===== src/rtl/oaram_writer.sv =====
// oaram_writer: packs compressed lane entries into OARAM words, emits one record per channel.
// Optional write-overflow guard enabled by defining OARAM_WRITER_OVF_DETECT_EN.
module oaram_writer #(
  parameter int NLANE    = 4,
  parameter int DATA_W   = 16,
  parameter int IDX_W    = 4,
  parameter int WORD_ENT = 8,
  parameter int ADDR_W   = 10
) (
  input  logic                             clk,
  input  logic                             rst,
  input  logic [NLANE-1:0]                 in_valid,
  input  logic [NLANE*DATA_W-1:0]          in_data,
  input  logic [NLANE*IDX_W-1:0]           in_idx,
  input  logic                             chan_end,
  input  logic                             finish_en,
  output logic                             wr_en,
  output logic [ADDR_W-1:0]                wr_addr,
  output logic [WORD_ENT*(DATA_W+IDX_W)-1:0] wr_data,
  output logic [WORD_ENT-1:0]              wr_mask,
  output logic                             rec_valid,
  output logic [ADDR_W-1:0]                rec_base,
  output logic [15:0]                      rec_count,
  output logic                             done,
  output logic                             err,
  output logic                             ovf
);
  localparam int ENT_W  = DATA_W + IDX_W;
  localparam int BUF_N  = WORD_ENT + NLANE - 1;
  localparam int FILL_W = $clog2(BUF_N + 1);
  localparam logic [FILL_W-1:0] WE_F = FILL_W'(WORD_ENT);

  typedef enum logic [1:0] {IDLE, RUN, FLUSH, DONE} state_t;

  state_t              state;
  logic [ENT_W-1:0]    stg_q [BUF_N];
  logic [ENT_W-1:0]    stg_d [BUF_N];
  logic [ENT_W-1:0]    cat   [BUF_N];
  logic [FILL_W-1:0]   fill_q, fill_d, total, nb;
  logic [ADDR_W-1:0]   addr_q, rec_base_q;
  logic [15:0]         cnt_q, rec_count_q, cnt_sum;
  logic [16:0]         sum17;
  logic                fin_q, rec_valid_q, done_q, err_q;
  logic                beat, endp, accept, new_ch, noncontig, full_word, wr_req, wr_blk;

  assign beat   = |in_valid;
  assign endp   = chan_end | finish_en;
  assign accept = !rst && (state != FLUSH);
  assign new_ch = (state == IDLE || state == DONE) && (beat || endp);

  // Append valid lanes after the current fill, compacting out gaps.
  always_comb begin
    int  pos;
    logic gap;
    pos       = int'(fill_q);
    gap       = 1'b0;
    noncontig = 1'b0;
    for (int s = 0; s < BUF_N; s++) cat[s] = stg_q[s];
    for (int l = 0; l < NLANE; l++) begin
      if (!in_valid[l]) begin
        gap = 1'b1;
      end else begin
        if (gap) noncontig = 1'b1;
        for (int s = 0; s < BUF_N; s++)
          if (s == pos) cat[s] = {in_idx[l*IDX_W +: IDX_W], in_data[l*DATA_W +: DATA_W]};
        pos++;
      end
    end
    total = FILL_W'(pos);
  end

  assign nb        = total - fill_q;
  assign sum17     = {1'b0, (new_ch ? 16'd0 : cnt_q)} + 17'(nb);
  assign cnt_sum   = sum17[16] ? 16'hFFFF : sum17[15:0];
  assign full_word = accept && (total >= WE_F);

  always_comb begin
    for (int s = 0; s < BUF_N; s++) stg_d[s] = '0;
    if (full_word) begin
      for (int s = 0; s < BUF_N - WORD_ENT; s++) stg_d[s] = cat[s + WORD_ENT];
      fill_d = total - WE_F;
    end else begin
      for (int s = 0; s < BUF_N; s++) stg_d[s] = cat[s];
      fill_d = total;
    end
  end

  assign wr_req = !rst && (state == FLUSH || full_word);
  assign wr_en  = wr_req && !wr_blk;

  always_comb begin
    wr_data = '0;
    wr_mask = '0;
    if (wr_en) begin
      for (int e = 0; e < WORD_ENT; e++) begin
        if (state == FLUSH) begin
          wr_data[e*ENT_W +: ENT_W] = stg_q[e];
          wr_mask[e]                = (FILL_W'(e) < fill_q);
        end else begin
          wr_data[e*ENT_W +: ENT_W] = cat[e];
          wr_mask[e]                = 1'b1;
        end
      end
    end
  end

  always_ff @(posedge clk) begin
    if (rst) begin
      state       <= IDLE;
      for (int s = 0; s < BUF_N; s++) stg_q[s] <= '0;
      fill_q      <= '0;
      addr_q      <= '0;
      rec_base_q  <= '0;
      rec_count_q <= '0;
      cnt_q       <= '0;
      fin_q       <= 1'b0;
      rec_valid_q <= 1'b0;
      done_q      <= 1'b0;
      err_q       <= 1'b0;
    end else begin
      rec_valid_q <= 1'b0;
      done_q      <= 1'b0;
      if (wr_en) addr_q <= addr_q + 1'b1;
      if (state == FLUSH) begin
        // Inputs cannot be absorbed while the residue word goes out.
        if (beat || endp) err_q <= 1'b1;
        for (int s = 0; s < BUF_N; s++) stg_q[s] <= '0;
        fill_q <= '0;
        state  <= fin_q ? DONE : IDLE;
        done_q <= fin_q;
        fin_q  <= 1'b0;
      end else begin
        if (noncontig) err_q <= 1'b1;
        stg_q  <= stg_d;
        fill_q <= fill_d;
        if (new_ch) rec_base_q <= addr_q;
        if (endp) begin
          rec_valid_q <= 1'b1;
          rec_count_q <= cnt_sum;
          cnt_q       <= '0;
          if (fill_d != '0) begin
            state <= FLUSH;
            fin_q <= finish_en;
          end else begin
            state  <= finish_en ? DONE : IDLE;
            done_q <= finish_en;
          end
        end else if (beat) begin
          state <= RUN;
          cnt_q <= cnt_sum;
        end
      end
    end
  end

`ifdef OARAM_WRITER_OVF_DETECT_EN
  logic full_q, ovf_q;
  // Once the top address has been written, the OARAM is full until reset.
  always_ff @(posedge clk) begin
    if (rst) begin
      full_q <= 1'b0;
      ovf_q  <= 1'b0;
    end else begin
      if (wr_en && addr_q == '1) full_q <= 1'b1;
      if (wr_req && full_q)      ovf_q  <= 1'b1;
    end
  end
  assign wr_blk = full_q;
  assign ovf    = ovf_q;
`else
  assign wr_blk = 1'b0;
  assign ovf    = 1'b0;
`endif

  assign wr_addr   = addr_q;
  assign rec_valid = rec_valid_q;
  assign rec_base  = rec_base_q;
  assign rec_count = rec_count_q;
  assign done      = done_q;
  assign err       = err_q;
endmodule

===== config.mk =====
export PLATFORM = sky130hd
export DESIGN_NAME = oaram_writer
export DESIGN_NICKNAME = d
export VERILOG_FILES = /design/src/rtl/oaram_writer.sv
export SDC_FILE = /design/constraint.sdc
export NUM_CORES = 1
export LEC_CHECK = 0
export BUFFER_PORTS_ARGS = -buffer_cell sky130_fd_sc_hd__buf_2
export CORE_UTILIZATION = 39
export CTS_CLUSTER_DIAMETER = 150
export DETAILED_ROUTE_END_ITERATION = 10
export GPL_ROUTABILITY_DRIVEN = 1
export GPL_TIMING_DRIVEN = 0
export HOLD_SLACK_MARGIN = 0.1
export PLACE_DENSITY = 0.57
export SYNTH_ARGS = -nofsm -noshare
export SYNTH_HDL_FRONTEND = slang
export SYNTH_SLANG_ARGS = --single-unit

===== constraint.sdc =====
create_clock -name clk -period 7.91 [get_ports clk]
set_input_delay 0.791 -clock clk [delete_from_list [all_inputs] [get_ports clk]]
set_output_delay 0.791 -clock clk [all_outputs]
set_load 0.02 [all_outputs]

==> results of run 1 <==
==> power groups by stage <==
stage	logic, mW	registers [mW]	clock network (mW)
final	3.88	1.69	1.89
after detailed placement	3.74	1.71	0
after CTS	3.75	1.68	1.89
after global routing	4.07	1.70	1.95
after global placement	3.68	1.71	0
after floorplan	2.54	1.71	0
==> area by class of cell <==
cell class	count	area, sq um	area share, %
tap	756	946	3.60
timing repair buffer	294	1470	5.61
inverter	21	78.8	0.300
clock inverter	11	209	0.796
antenna	2	5.00	0.0191
clock buffer	57	1100	4.21
multi-input combinational	2132	15200	57.8
sequential	282	5650	21.5
buffer	379	1620	6.16
==> flip-flops by register name (all words and copies together), names as in the netlist <==
register   cells
rec_base      10
rec_count     16
rec_valid      1
fin_q          1
err            1
fill_q         4
wr_addr       10
done           1
state          2
stg_q        220
cnt_q         16
==> cells in the mapped netlist (8+ instances only) <==
| master | count | area [sq um] |
|---|---|---|
| dfxtp_1 | 282 | 5650 |
| clkbuf_1 | 280 | 1050 |
| mux2_2 | 268 | 3020 |
| nand2_1 | 236 | 886 |
| mux2i_1 | 224 | 2240 |
| nor2_1 | 212 | 796 |
| o211ai_1 | 184 | 1380 |
| nor3_1 | 183 | 916 |
| a21oi_1 | 130 | 651 |
| o21ai_0 | 105 | 526 |
| a211oi_1 | 86 | 646 |
| o31ai_1 | 85 | 638 |
| a221oi_1 | 80 | 701 |
| buf_2 | 77 | 385 |
| o2111ai_1 | 65 | 569 |
| o22ai_1 | 61 | 382 |
| ha_1 | 25 | 313 |
| inv_1 | 20 | 75.1 |
| nand3_1 | 20 | 100 |
| and2_1 | 15 | 93.8 |
| nor2b_1 | 13 | 81.3 |
| buf_4 | 12 | 90.1 |
| o211a_1 | 10 | 100 |
| xnor2_1 | 10 | 87.6 |
| a22oi_1 | 9 | 67.6 |
| xor2_1 | 8 | 70.1 |
==> cells by family (layout without fill, tap and decap cells) <==
logic type / Yosys count / after routing / share of synthesized area, %
adder cells (fa/ha/maj): 28 / 28 / 1.61
multiplexers: 492 / 492 / 23.4
flip-flops: 282 / 282 / 25.1
buffers and inverters: 400 / 762 / 7.54
XOR/XNOR: 23 / 23 / 1.18
other: 1 / 4 / 0.0167
AO/OA/AOI/OAI: 861 / 861 / 26.9
AND/OR/NAND/NOR: 726 / 726 / 14.3
==> layer usage <==
metal	vias up	track usage (%)	part of all wire (%)	wire length, microns
li1	11248	-	-	-
met1	12393	44.8	40	44300
met2	1561	59.2	46	50700
met3	325	6.86	9.3	10200
met4	0	16.3	4.3	4740
met5	-	0	0	0
==> worst max-delay path, stage by stage, from the launching register on <==
cell	delay (ns)
dfxtp_1	0.56
buf_2	0.31
inv_1	0.11
ha_1	0.32
and2_1	0.18
o21bai_1	0.20
ha_1	0.40
o21ai_0	0.39
inv_1	0.13
ha_1	0.31
nor2b_1	0.05
a211oi_2	0.32
ha_1	0.24
and2_1	0.12
buf_1	0.47
xnor3_1	0.37
ha_1	0.33
a21oi_1	0.17
xor2_1	0.21
xnor2_1	0.18
ha_1	0.31
a21oi_1	0.60
nor4_2	0.12
and4_1	0.24
clkbuf_1	0.22
buf_4	0.25
o21ai_0	0.19
a21oi_1	0.09
==> worst max path at each step <==
stage	endpoint	slack, ns	cells past startpoint
final	rec_count[1]$_SDFFE_PP0P_	0.35	27
after global routing	rec_count[1]$_SDFFE_PP0P_	0.08	27
after CTS	rec_count[1]$_SDFFE_PP0P_	0.53	27
after detailed placement	rec_count[1]$_SDFFE_PP0P_	0.42	27
after global placement	rec_count[1]$_SDFFE_PP0P_	0.51	27
after floorplan	cnt_q[0]$_SDFFE_PP0P_	2.03	26
==> what timing repair did <==
action | CTS | global route
gates resized for setup | 0 | 1
hold buffers | 0 | 0
endpoints found under the setup margin | 0 | 3
==> flow_summary.toml, run 1 <==
[clock_network]
cts.sinks = 282
root_buffer = "clkbuf_16"
clock_latency_ns = 0.58
cts_tree = "yes"
cts_inserted_buffers = 39
cts_buffer_depth = 3
cts.htree.levels = 2
cts_setup_buffers = 0
clk_pin_slew_ns = 0.06

[finish]
layout_common_cells = "buf_2, clkbuf_1, dfxtp_1, mux2_2, nand2_1"
final_cells = 3934
final_util_pct = 46.3
area_growth_pct = 16.7
nFillCells = 5648
drive_gt1_share_pct = 23.0
final_area_sq_mm = 0.0262
layout_commonest_cell = "buf_2"
nNetsFinal = 3264

[grt]
grt_use_total_pct = 35.8
grt_pass1_wl_mm = 160
grt_overflow = 0
antenna_found_initial = 0
grt_pass1_vias = 24728
grt_max_degree = 13

[setup_path]
path_max_fanout = 10
critical_path_class = "register to register"
rrSetupSlack_ns = 0.35
worstSetupStartpoint = "fill_q[0]$_SDFF_PN0_"
r2r_cells = 27
cp.required_ns = 8.32
rr_startpoint = "fill_q[0]$_SDFF_PN0_"
start_kind = "register"
r2r-end = "rec_count[1]$_SDFFE_PP0P_"
end_kind = "register"
crit_arrival_ns = 7.97

[logic_synthesis]
netlist_instances = 2813
synth_cell_type_count = 75
synth_edf_count = 0
syn_area_per_cell_sq_um = 8.00
synthArstFlopShare_pct = 0
ys_warn_count = 0
syn_area_sq_mm = 0.0225
ys.flop_type = "dfxtp_1"
ys_seq_area_share_pct = 25.1
ys_seq_elements = 282

[routing]
vias = 25527
drt_wl_total_mm = 110
route.detailed.drc = 0
dr.pass1.iters = 6
wl_per_cell_microns = 28.0
ant_nets = 0
vias_per_cell = 6.49
drt_iter0_markers = 2424

[sta]
tightest_slew_ns = 1.15
fmax_ghz = 0.132
hold_viol_final = 0
rsz0062_at_grt = "false"
fin_ws_ns = 0.346
period_share_pct = 95.6
fin_tns_setup_ns = 0
relSlewSlack_pct = 23.3
skew_ns = 0.0299
setup_viol = 0
maxSlewViolCount = 0
fin_crit_ns = 7.56
hold_slack_ns = 0.451

[status]
status = "finished, final reports clean"

[placed_design]
gp_congestion = 1.04
port_buffers = 294
dp_cells = 3864
dp_worst_setup_slack_ns = 0.418
place_area_sq_mm = 0.0249
hpwl_mm = 83.3

[power_and_ir_drop]
comb_power_share_pct = 52.0
power_density_mw_per_mm2 = 284
p_seq_share_pct = 22.7
peakVddDrop_v = 0.000146
p_leak_nw = 10.5
switchingPower_mw = 3.42
intPower_mw = 4.04
totalPowerFinal_mw = 7.46
switching_share_pct = 45.9
p_clk_share_pct = 25.3

[worst_hold_path]
whs_path_depth = 2
hp-class = "register to register"
hold_path.startpoint = "cnt_q[0]$_SDFFE_PP0P_"
holdPathEnd = "cnt_q[0]$_SDFFE_PP0P_"

[die]
core_sq_mm = 0.0567
pin_count = 297
die_h_microns = 242
fp-row-count = 87
dieArea_sq_mm = 0.0586
start_util_pct = 39.7
chipWidth_microns = 242

[run]
max_cap_violations = 0
No activity file was read; power rests on OpenSTA's default activity.
==> run 2, diff against run 1 <==
--- a/config.mk
+++ b/config.mk
@@ -7,6 +7,7 @@
 export LEC_CHECK = 0
 export BUFFER_PORTS_ARGS = -buffer_cell sky130_fd_sc_hd__buf_2
 export CORE_UTILIZATION = 39
+export CTS_BUF_LIST = sky130_fd_sc_hd__clkbuf_8
 export CTS_CLUSTER_DIAMETER = 150
 export DETAILED_ROUTE_END_ITERATION = 10
 export GPL_ROUTABILITY_DRIVEN = 1
==> run 2 against run 1 <==
  * Clock skew increased by 0.020 ns
  * Combinational power about the same
  * Total power decreased by 3.1%
  * Largest power group unchanged
  * Critical path depth decreased by 7
  * Flip-flop and latch count unchanged
  * Largest cell class unchanged
  * Non-clock buffer count increased by 1
  * Global-route usage increased by 0.12 points
==> flow_summary.toml, run 2 (same netlist as run 1, synthesis figures left out) <==
[setup_path]
end_kind = "primary output"
crit_path_cell_trace = "buf_2, inv_1, ha_1, and2_1, o21bai_1, ha_1, o21ai_0, inv_1, ha_1, nor2b_1, a211oi_2, inv_1, ha_1, and2_0, o2111ai_1, clkbuf_1, o211ai_1, o211ai_1, a21oi_1, buf_2"
slowest_delay_ns = 0.60
crit_top_cell = "ha_1"
slowest_stage = "and2_0"
critical_path_class = "register to primary output"
rrSetupSlack_ns = 0.40
cp.required_ns = 7.12
start_kind = "register"
crit_arrival_ns = 6.73
path_max_fanout = 10

[run]
max_cap_violations = 0

[grt]
grt_use_total_pct = 35.9
antenna_found_initial = 2
grt_overflow = 0
grt_pass1_vias = 24843
grt_pass1_wl_mm = 160
grt_max_degree = 17

[clock_network]
clock_latency_ns = 0.73
cts.htree.levels = 2
cts_inserted_buffers = 57
cts_setup_buffers = 0
clk_pin_slew_ns = 0.06
root_buffer = "clkbuf_8"
cts.sinks = 282
cts_tree = "yes"
cts_hold_buf = 0
cts_buffer_depth = 3

[sta]
period_share_pct = 95.1
rsz0062_at_grt = "false"
hold_viol_final = 0
relSlewSlack_pct = 20.1
maxSlewViolCount = 0
tightest_slew_ns = 1.19
fin_crit_ns = 7.52
fmax_ghz = 0.133
skew_ns = 0.0501
fin_tns_setup_ns = 0
setup_viol = 0

[power_and_ir_drop]
totalPowerFinal_mw = 7.22
peakVddDrop_v = 0.000129
p_leak_nw = 10.5
power_density_mw_per_mm2 = 276

[finish]
layout_common_cells = "buf_2, dfxtp_1, clkbuf_1, mux2_2, nand2_1"
area_growth_pct = 16.2
largest_register_ffs = 220
nNetsFinal = 3283
layout_commonest_cell = "buf_2"
drive_gt1_share_pct = 23.8
top_register = "stg_q"

[die]
dieArea_sq_mm = 0.0586
start_util_pct = 39.7
pin_count = 297
core_sq_mm = 0.0567
chipWidth_microns = 242
die_h_microns = 242
fp-row-count = 87

[routing]
vias = 25604
drt_wl_total_mm = 110
dr.pass1.iters = 6
route.detailed.drc = 0
vias_per_cell = 6.45
ant_nets = 0
drt_iter0_markers = 2789
wl_per_cell_microns = 27.7

[placed_design]
gp_congestion = 1.04
hpwl_mm = 83.3
port_buffers = 294

[worst_hold_path]
hp-class = "register to register"

[status]
status = "finished, final reports clean"
[run 2: layer usage]
metal / wire length (microns) / global-route usage, % / vias up / share of wire, %
met5: 8 / 0 / - / 0.0073
met4: 4880 / 16.7 / 2 / 4.4
met3: 10900 / 6.89 / 354 / 9.9
met2: 50700 / 59.3 / 1563 / 46
met1: 43600 / 44.9 / 12371 / 40
li1: - / - / 11314 / -
[run 2: layout make-up]
type / instances / area, sq um
clock buffer: 75 / 1030
buffer: 379 / 1620
timing repair buffer: 295 / 1480
clock inverter: 30 / 183
inverter: 21 / 78.8
tap: 756 / 946
multi-input combinational: 2132 / 15200
antenna: 2 / 5.00
fill: 5710 / 30600
sequential: 282 / 5650
[run 2: power breakdown]
| group | internal, mW | switching [mW] | total, mW | leakage (nW) |
|---|---|---|---|---|
| sequential | 1.59 | 0.101 | 1.69 | 2.28 |
| clock | 0.884 | 0.776 | 1.66 | 0.676 |
| combinational | 1.29 | 2.58 | 3.87 | 7.57 |
| total | 3.76 | 3.46 | 7.22 | 10.5 |
[run 2: per-stage QoR]
stage	instance area (sq um)	setup WS, ns	utilization (%)	std cells	hold WS (ns)
final	26100	0.386	46.1	3972	0.448
after global routing	26100	0.0674	46.1	3971	0.469
after CTS	26100	0.406	46.1	3969	0.431
after detailed placement	24900	0.418	43.9	3864	0.445
after global placement	24900	0.509	43.9	3864	0.439
after floorplan	22500	2.03	-	2814	0.432
[run 2: timing repair]
item                                   in CTS  in global routing
setup endpoints to repair                   0                  4
gates resized for setup                     0                  1
endpoints found under the hold margin       0                  0
[run 2: final timing paths]
check / startpoint / to / cells past startpoint
worst max-delay path: fill_q[0]$_SDFF_PN0_ / wr_data[26] / 20
worst min-delay path: cnt_q[0]$_SDFFE_PP0P_ / cnt_q[0]$_SDFFE_PP0P_ / 2
worst max register to register: fill_q[0]$_SDFF_PN0_ / rec_count[1]$_SDFFE_PP0P_ / 27
worst min register to register: cnt_q[0]$_SDFFE_PP0P_ / cnt_q[0]$_SDFFE_PP0P_ / 2
[run 2: worst max-delay path: cells and delay by family (launching register included)]
kind	cells	cell delay, ns
AO/OA/AOI/OAI	7	2.00
adder cells (fa/ha/maj)	4	1.23
AND/OR/NAND/NOR	3	0.92
flip-flops	1	0.55
buffers and inverters	6	1.32
